File: src/rtl/iiitb_psd_pkg.sv
// Shared types, reset defaults and the masked pattern compare for the
// programmable serial sequence detector.
package iiitb_psd_pkg;

    localparam int unsigned PSD_MAX_LEN = 8;
    localparam int unsigned PSD_DEF_LEN = 5;
    localparam logic [PSD_MAX_LEN-1:0] PSD_DEF_PATTERN = 8'b0001_0111;

    // Compare width; MAX_LEN instances up to this width share one function.
    localparam int unsigned CMP_W = 32;

    typedef enum logic [1:0] {
        FILL  = 2'd0,
        HUNT  = 2'd1,
        MATCH = 2'd2
    } psd_state_t;

    // True when the low len bits of a and b agree; bits above len are ignored.
    function automatic logic masked_eq(input logic [CMP_W-1:0] a,
                                       input logic [CMP_W-1:0] b,
                                       input int unsigned      len);
        logic [CMP_W-1:0] mask;
        mask = (len >= CMP_W) ? '1 : ((CMP_W'(1) << len) - CMP_W'(1));
        return ((a ^ b) & mask) == '0;
    endfunction

endpackage

File: src/rtl/iiitb_psd_hist.sv
// Sample history and fill tracking; flags a pattern match on the bit
// being sampled this cycle.
module iiitb_psd_hist
    import iiitb_psd_pkg::*;
#(
    parameter int unsigned MAX_LEN = 8,
    parameter int unsigned LEN_W   = 4
) (
    input  logic               clock,
    input  logic               reset,
    input  logic               i_clear,
    input  logic               i_sample,
    input  logic               i_bit,
    input  logic [MAX_LEN-1:0] i_pattern,
    input  logic [LEN_W-1:0]   i_len,
    input  logic               i_overlap,
    output logic               o_match_c,
    output logic               o_ready_c
);

    localparam int unsigned FW = LEN_W + 1;

    logic [MAX_LEN-1:0] r_hist;
    logic [LEN_W-1:0]   r_fill;
    logic [MAX_LEN-1:0] w_cand;
    logic [MAX_LEN-1:0] w_hist_nxt;
    logic [LEN_W-1:0]   w_fill_inc;
    logic [LEN_W-1:0]   w_fill_nxt;
    logic               w_gate;

    assign w_cand     = {r_hist[MAX_LEN-2:0], i_bit};
    assign w_fill_inc = (r_fill == LEN_W'(MAX_LEN)) ? r_fill : r_fill + LEN_W'(1);
    // Gate stops matches against the zeros left in hist by reset or clear.
    assign w_gate     = (FW'(r_fill) + FW'(1)) >= FW'(i_len);
    assign o_match_c  = i_sample && w_gate &&
                        masked_eq(CMP_W'(w_cand), CMP_W'(i_pattern), 32'(i_len));
    assign o_ready_c  = w_fill_nxt >= i_len;

    always_comb begin
        w_hist_nxt = r_hist;
        w_fill_nxt = r_fill;
        if (i_clear) begin
            w_hist_nxt = '0;
            w_fill_nxt = '0;
        end else if (i_sample) begin
            w_hist_nxt = w_cand;
            w_fill_nxt = (o_match_c && !i_overlap) ? '0 : w_fill_inc;
        end
    end

    always_ff @(posedge clock) begin
        if (!reset) begin
            r_hist <= '0;
            r_fill <= '0;
        end else begin
            r_hist <= w_hist_nxt;
            r_fill <= w_fill_nxt;
        end
    end

endmodule

File: src/rtl/iiitb_psd_fsm.sv
// Runtime-programmable serial sequence detector: config registers, Moore
// match FSM, saturating match counter and config-error pulse.
module iiitb_psd_fsm
    import iiitb_psd_pkg::*;
#(
    parameter int unsigned             MAX_LEN     = PSD_MAX_LEN,
    parameter int unsigned             CNT_W       = 8,
    parameter logic [MAX_LEN-1:0]      DEF_PATTERN = MAX_LEN'(PSD_DEF_PATTERN),
    parameter int unsigned             DEF_LEN     = PSD_DEF_LEN,
    localparam int unsigned            LEN_W       = $clog2(MAX_LEN + 1)
) (
    input  logic               clock,
    input  logic               reset,
    input  logic               sequence_in,
    input  logic               in_valid,
    input  logic               cfg_load,
    input  logic [MAX_LEN-1:0] cfg_pattern,
    input  logic [LEN_W-1:0]   cfg_len,
    input  logic               cfg_overlap,
    input  logic               count_clr,
    output logic               detector_out,
    output logic [CNT_W-1:0]   match_count,
    output logic               cfg_err
);

    localparam logic [CNT_W-1:0] CNT_MAX = '1;

    psd_state_t         r_state;
    logic [MAX_LEN-1:0] r_pattern;
    logic [LEN_W-1:0]   r_len;
    logic               r_overlap;
    logic [CNT_W-1:0]   r_count;
    logic               r_cfg_err;
    logic               w_sample;
    logic               w_match_c;
    logic               w_ready_c;
    logic               w_len_ok;

    assign w_sample = in_valid && !cfg_load;
    assign w_len_ok = (cfg_len != '0) && (cfg_len <= LEN_W'(MAX_LEN));

    iiitb_psd_hist #(
        .MAX_LEN (MAX_LEN),
        .LEN_W   (LEN_W)
    ) u_hist (
        .clock     (clock),
        .reset     (reset),
        .i_clear   (cfg_load),
        .i_sample  (w_sample),
        .i_bit     (sequence_in),
        .i_pattern (r_pattern),
        .i_len     (r_len),
        .i_overlap (r_overlap),
        .o_match_c (w_match_c),
        .o_ready_c (w_ready_c)
    );

    // Config load outranks count clear, which outranks the counting sample.
    always_ff @(posedge clock) begin
        if (!reset) begin
            r_state   <= FILL;
            r_pattern <= DEF_PATTERN;
            r_len     <= LEN_W'(DEF_LEN);
            r_overlap <= 1'b1;
            r_count   <= '0;
            r_cfg_err <= 1'b0;
        end else begin
            r_cfg_err <= 1'b0;
            if (cfg_load) begin
                r_state <= FILL;
                if (w_len_ok) begin
                    r_pattern <= cfg_pattern;
                    r_len     <= cfg_len;
                    r_overlap <= cfg_overlap;
                end else begin
                    r_cfg_err <= 1'b1;
                end
            end else begin
                if (w_match_c)      r_state <= MATCH;
                else if (w_ready_c) r_state <= HUNT;
                else                r_state <= FILL;

                if (count_clr)
                    r_count <= '0;
                else if (w_match_c && (r_count != CNT_MAX))
                    r_count <= r_count + CNT_W'(1);
            end
        end
    end

    assign detector_out = (r_state == MATCH);
    assign match_count  = r_count;
    assign cfg_err      = r_cfg_err;

endmodule
File: config.mk
export PLATFORM = sky130hd
export DESIGN_NAME = iiitb_psd_fsm
export DESIGN_NICKNAME = d
export VERILOG_FILES = /design/src/rtl/iiitb_psd_pkg.sv /design/src/rtl/iiitb_psd_hist.sv /design/src/rtl/iiitb_psd_fsm.sv
export SDC_FILE = /design/constraint.sdc
export NUM_CORES = 1
export LEC_CHECK = 0
export CELL_PAD_IN_SITES_DETAIL_PLACEMENT = 0
export CELL_PAD_IN_SITES_GLOBAL_PLACEMENT = 2
export CORE_ASPECT_RATIO = 1.2
export CORE_UTILIZATION = 30
export DETAILED_ROUTE_END_ITERATION = 12
export PLACE_DENSITY = 0.73
export SLEW_MARGIN = 20
export SYNTH_ARGS = -nofsm -noshare
export SYNTH_HDL_FRONTEND = slang
export SYNTH_SLANG_ARGS = --single-unit
File: constraint.sdc
create_clock -name clock -period 8.3 [get_ports clock]
set_input_delay 1.66 -clock clock [delete_from_list [all_inputs] [get_ports clock]]
set_output_delay 1.66 -clock clock [all_outputs]
set_load 0.1 [all_outputs]
# After elaboration in Yosys (flattened, before gate mapping)
# Index checks and enable logic that the tools add are counted.
dict set report totals {
  elab_cells 49
  in_bits 19
  regBits 35
  out_inout_bits 10
}
dict set report classes {
  shifts 1
  bitwise_logic 4
  n_addsub 4
  n_reduce_logical 16
  n_eq_ne 3
  n_mux 9
  n_lt_le_gt_ge 3
}
# op n
set ops {}
lappend ops {{$and 32x32->32} 1}
lappend ops {{$logic_not 32->1} 1}
lappend ops {{$shl 1x4->32 const A} 1}
lappend ops {{$sub 32x1->32 const B} 1}
lappend ops {{$mux 4} 4}
lappend ops {{$mux 8} 2}
lappend ops {{$add 8x1->8 const B} 1}
lappend ops {{$ne 8x8->1 const B} 1}
lappend ops {{$xor 8x8->8} 1}
lappend ops {{$logic_and 1x1->1} 6}
lappend ops {{$reduce_and 2->1} 3}
lappend ops {{$add 4x1->5 const B} 1}
lappend ops {{$ge 5x4->1} 1}
lappend ops {{$add 4x1->4 const B} 1}
lappend ops {{$eq 4x4->1 const B} 1}
lappend ops {{$ge 4x4->1} 1}
lappend ops {{$le 4x4->1 const B} 1}
lappend ops {{$reduce_bool 4->1} 1}
lappend ops {{$reduce_or 3->1} 1}
lappend ops {{$eq 2x2->1 const B} 1}
lappend ops {{$logic_not 1->1} 2}
lappend ops {{$mux 1} 2}
lappend ops {{$mux 2} 1}
lappend ops {{$not 1->1} 2}
lappend ops {{2 further kinds} 2}

# Logic depth before layout (Yosys ltp)
dict set report depth {
  ltp_word 12
  mapped_depth 15
  mapped_depth_nobuf 15
}

# Cells and area by module
# Synthesis repeated with hierarchy kept, for this count alone.
dict set report hier_totals {
  cells_unflattened 228
  area_unflattened_um2 2018.2
}
# mod instances seq_area_each_um2 cells_each area_per_inst_um2
set modules_own_cells {}
lappend modules_own_cells {iiitb_psd_fsm 1 480.5 120 1083.5}
lappend modules_own_cells {iiitb_psd_hist 1 220.2 108 934.6}

# Least setup slack after synthesis
# OpenSTA, ideal clock, no wires.
dict set report synth_timing {
  kind {input-to-reg}
  startpoint {in in_valid}
  endpoint {reg r_state[0]}
  t_required_ns 8.183
  n_path_buf 0
  path_slack_ns 4.680
  arrival_time_ns 3.503
  path_stages 12
  setup_time_ns 0.117
  path_cell_list {nor2b_1 -> o221ai_1 -> a21oi_2 -> nand2_1 -> nor3_4 -> or3_1 -> ha_1 -> nand2b_1 -> a21o_1 -> a21o_1 -> a21oi_1 -> nor3_1}
}
dict set report synth_between {
  elab_chain_cells 9
  word_cells_on_any_way 10
  cone_classes {1 x order compare; 4 x mux; 5 x reduce/logical}
}
# item line
set synth_rtl {}
lappend synth_rtl {{from (decl)} iiitb_psd_fsm.sv:15} ;# input logic in_valid,
lappend synth_rtl {{$logic_and 1x1->1 *} iiitb_psd_fsm.sv:39} ;# assign w_sample = in_valid && !cfg_load;
lappend synth_rtl {{$logic_and 1x1->1 (2 in a row)} iiitb_psd_hist.sv:35} ;# assign o_match_c = i_sample && w_gate &&
lappend synth_rtl {{$logic_and 1x1->1} iiitb_psd_hist.sv:47} ;# w_fill_nxt = (o_match_c && !i_overlap) ? '0 : w_fill_inc;
lappend synth_rtl {{$mux 4} iiitb_psd_hist.sv:47}
lappend synth_rtl {{$mux 4} iiitb_psd_hist.sv:45} ;# end else if (i_sample) begin
lappend synth_rtl {{$mux 4} iiitb_psd_hist.sv:42} ;# if (i_clear) begin
lappend synth_rtl {{$ge 4x4->1} iiitb_psd_hist.sv:37} ;# assign o_ready_c = w_fill_nxt >= i_len;
lappend synth_rtl {{$mux 1} iiitb_psd_fsm.sv:80} ;# else if (w_ready_c) r_state <= HUNT;
lappend synth_rtl {{to (signal assigned)} iiitb_psd_fsm.sv:79} ;# if (w_match_c) r_state <= MATCH;
lappend synth_rtl {{to (signal assigned)} iiitb_psd_fsm.sv:80}
lappend synth_rtl {{to (signal assigned)} iiitb_psd_fsm.sv:81} ;# else r_state <= FILL;
lappend synth_rtl {{to (decl)} iiitb_psd_fsm.sv:28} ;# psd_state_t r_state;
# Every way passes the cells marked *; elsewhere a longest branch is shown, timed or not.
# A chain may end at the register's enable or synchronous reset.

# Worst setup path in the final report
# Same ends and word-level chain as after synthesis.

==> flow_summary_export.csv <==
group,metric,value,unit
timing,worstMarginPinSlew,969,ps
run,maxCapViolCount,0,
floorplanning,io_pins,29,
worst_setup_path,critPathCaptureType,"flip-flop",
routing,route.detailed.drc,0,
timing,setup_tns,0,ps
synthesis,synth_fp_nets,257,
grt,grt_max_degree,20,
timing,fin_worst_skew,4.19,ps
grt,grt_usage,0.146,
hold_path,hold_class,"reg -> reg",
pwr,sw_frac_of_total,0.286,
worst_setup_path,cp_max_fo,12,
placed_design,hpwl,3350,um
floorplanning,start_util,0.314,
cts,clk-insertion-delay-late,290,ps
cts,post_cts_buffers,0,
status,status,"finished clean",
layout,diodes,0,
synthesis,synthCells,226,
timing,slew_headroom,0.352,
floorplanning,die-area,6740,um^2
routing,routed_wl,4390,um
timing,finalMaxSlewViolations,0,
layout,synthToLayoutAreaGrowth,22.6,%
layout,fill_cells,695,
placed_design,place_congestion,0.732,
pwr,internal-power,257,uW
worst_setup_path,required,8460,ps
cts,cts_resized,0,
routing,via_count,1650,
pwr,p_comb_frac,0.155,
synthesis,synthFlopType,"dfxtp_1",
routing,drt_iter0_drc,104,
cts,clk_pin_slew,80,ps
synthesis,synth_area,1920,um^2
routing,drt_pass1_iterations,4,
floorplanning,die_h,89.7,um
floorplanning,dieWidth,75.1,um
pwr,leakage,0.866,nW
cts,cts_tree,"built",
worst_setup_path,setup.worst_path.class,"in -> reg",
synthesis,synth.distinct_cells,41,
timing,finalHoldViolations,0,
placed_design,portBuffers,28,
routing,drtAntennaViolNets,0,
synthesis,ys_ff_latch,35,
timing,fin_ws,3780,ps
cts,cts.sinks,35,
pwr,finalPower,360,uW
cts,cts_buffer_depth,2,
layout,final_net_count,284,
pwr,power_density,153,nW/um^2
layout,drive_above_1_share,0.0669,
grt,grt_pass1_vias,1565,
floorplanning,rows,31,
routing,viasPerCell,4.91,
synthesis,ys.warnings.count,0,
timing,period_minus_slack,4520,ps
timing,period_share,0.545,
timing,rsz0062_at_grt,"no",
timing,max_freq,0.221,GHz
synthesis,ys_seq_area_frac,0.364,
synthesis,synth_area_leaders,"dfxtp_1 36%, ha_1 7.8%, nand2_1 6.8%, mux2i_1 5.2%, xnor2_1 4.6%",
pwr,clockPowerShare,0.346,
worst_setup_path,crit_path_start_kind,"primary input",
grt,grt_remaining_overflow,0,
pwr,vdd_drop_max,0.0775,mV
timing,setup_violations,0,
synthesis,syn_avg_cell_area,8.51,um^2
synthesis,async_flop_share,0,
routing,wl_per_cell,13.1,um
floorplanning,core,6130,um^2
cts,numCtsBuffers,5,
worst_setup_path,cp_data_arrival_time,4680,ps
cts,cts_hold_buf,0,
pwr,p_sw,103,uW
cts,clockRootBuffer,"clkbuf_8",
synthesis,synth_edf_count,0,
pwr,seqPwrFrac,0.498,
synthesis,synth_top_area_share,0.364,
placed_design,dp_slack,3480,ps
grt,grt_antenna_before_repair,0,
grt,grt_pass1_wl,7560,um
synthesis,yosysTopAreaCell,"dfxtp_1",
cts,htree_levels,2,
[cells by family after synthesis]
group / count (synthesis) / share of synthesized area
AOI/OAI and AO/OA: 44 / 0.161
adders and majority gates: 12 / 0.0781
buffers and inverters: 16 / 0.0351
xor gates and xnor gates: 13 / 0.0592
and+or+nand+nor: 96 / 0.250
DFF: 35 / 0.364
muxes: 10 / 0.0521
[area by class of cell]
class / count / area [um^2] / area share
Clock buffer: 5 / 68.8 / 0.0292
Clock inverter: 3 / 20.0 / 0.00849
Inverter: 8 / 30.0 / 0.0127
Multi-Input combinational cell: 175 / 1150 / 0.490
Sequential cell: 35 / 701 / 0.297
Tap cell: 82 / 103 / 0.0435
Timing Repair Buffer: 28 / 280 / 0.119
[worst max-delay path: stages]
cell and delay, ps:
clkdlybuf4s50_1 810, nor2b_1 190, o221ai_1 140, a21oi_2 310, nand2_1 230, nor3_4 320
or3_1 160, ha_1 210, nand2b_1 130, a21o_1 170, a21o_1 170, a21oi_1 130
nor3_1 60
[per-stage QoR]
step           std cells  area (um^2)   util  hold slack (ps)
2_1_floorplan        226         1920      -              455
3_3_place_gp         328         2270  0.370              473
4_1_cts              336         2360  0.385              491
5_1_grt              336         2360  0.385              521
3_5_place_dp         328         2270  0.370              479
6_report             336         2360  0.385              485
[state kept, by name, summed over array words and instances, names as in the netlist]
signal,count
r_pattern,8
u_hist.r_hist,7
match_count,8
r_state,2
u_hist.r_fill,4
r_len,4
cfg_err,1
r_overlap,1
[per-layer routing]
layer  global-route usage  vias to the layer above  part of all wire
met5                    0                        -                 0
met3               0.0280                        8             0.027
li1                     -                      859                 -
met1                0.196                      746              0.49
met2                0.227                       37              0.46
met4               0.0566                        0             0.023
[path summary, 6_finish.rpt]
| check | depth (start not counted) | to | startpoint | slack (ps) |
|---|---|---|---|---|
| worst max-delay path | 13 | r_state[0] | in_valid | 3780 |
| worst min-delay path | 2 | r_pattern[2] | r_pattern[2] | 480 |
| worst max register to register | 15 | r_state[0] | r_len[0] | 4740 |
| worst min register to register | 2 | r_pattern[2] | r_pattern[2] | 480 |
[cells in the mapped netlist, types with 3 or more instances]
master    number
inv_1          8
clkbuf_1       7
xor2_1         3
a21boi_0       6
or3_1          5
nand4_1        5
xnor2_1       10
nand3_1       11
o21ai_0       10
nor3_1        12
a21oi_1       11
ha_1          12
mux2i_1       10
nand2_1       35
nor2_1        13
and3_1         3
dfxtp_1       35
[power groups by stage]
| stage | clock network (mW) | logic (mW) | registers, mW |
|---|---|---|---|
| after floorplan | 0 | 0.0378 | 0.183 |
| after global placement | 0 | 0.0570 | 0.183 |
| after detailed placement | 0 | 0.0566 | 0.183 |
| after CTS | 0.130 | 0.0569 | 0.179 |
| after global routing | 0.137 | 0.0639 | 0.180 |
| final | 0.125 | 0.0559 | 0.179 |
[layout by cell type, fill, tap and decap left out, types with 2 or more instances in the layout]
cell / count
or3_1: 5
inv_1: 8
clkinvlp_4: 2
clkdlybuf4s50_1: 28
nand3_1: 11
and3_1: 3
mux2i_1: 10
xor2_1: 3
nor2_1: 13
a21o_1: 2
nand4_1: 5
or4_1: 2
nor2b_1: 2
nand2b_1: 2
a21boi_0: 6
o31ai_1: 2
nor3_1: 12
o21ai_0: 10
a31oi_1: 2
clkbuf_8: 5
ha_1: 12
xnor2_1: 10
a21oi_1: 11
nand2_1: 35
dfxtp_1: 35
No activity file was read; power rests on OpenSTA's default activity.
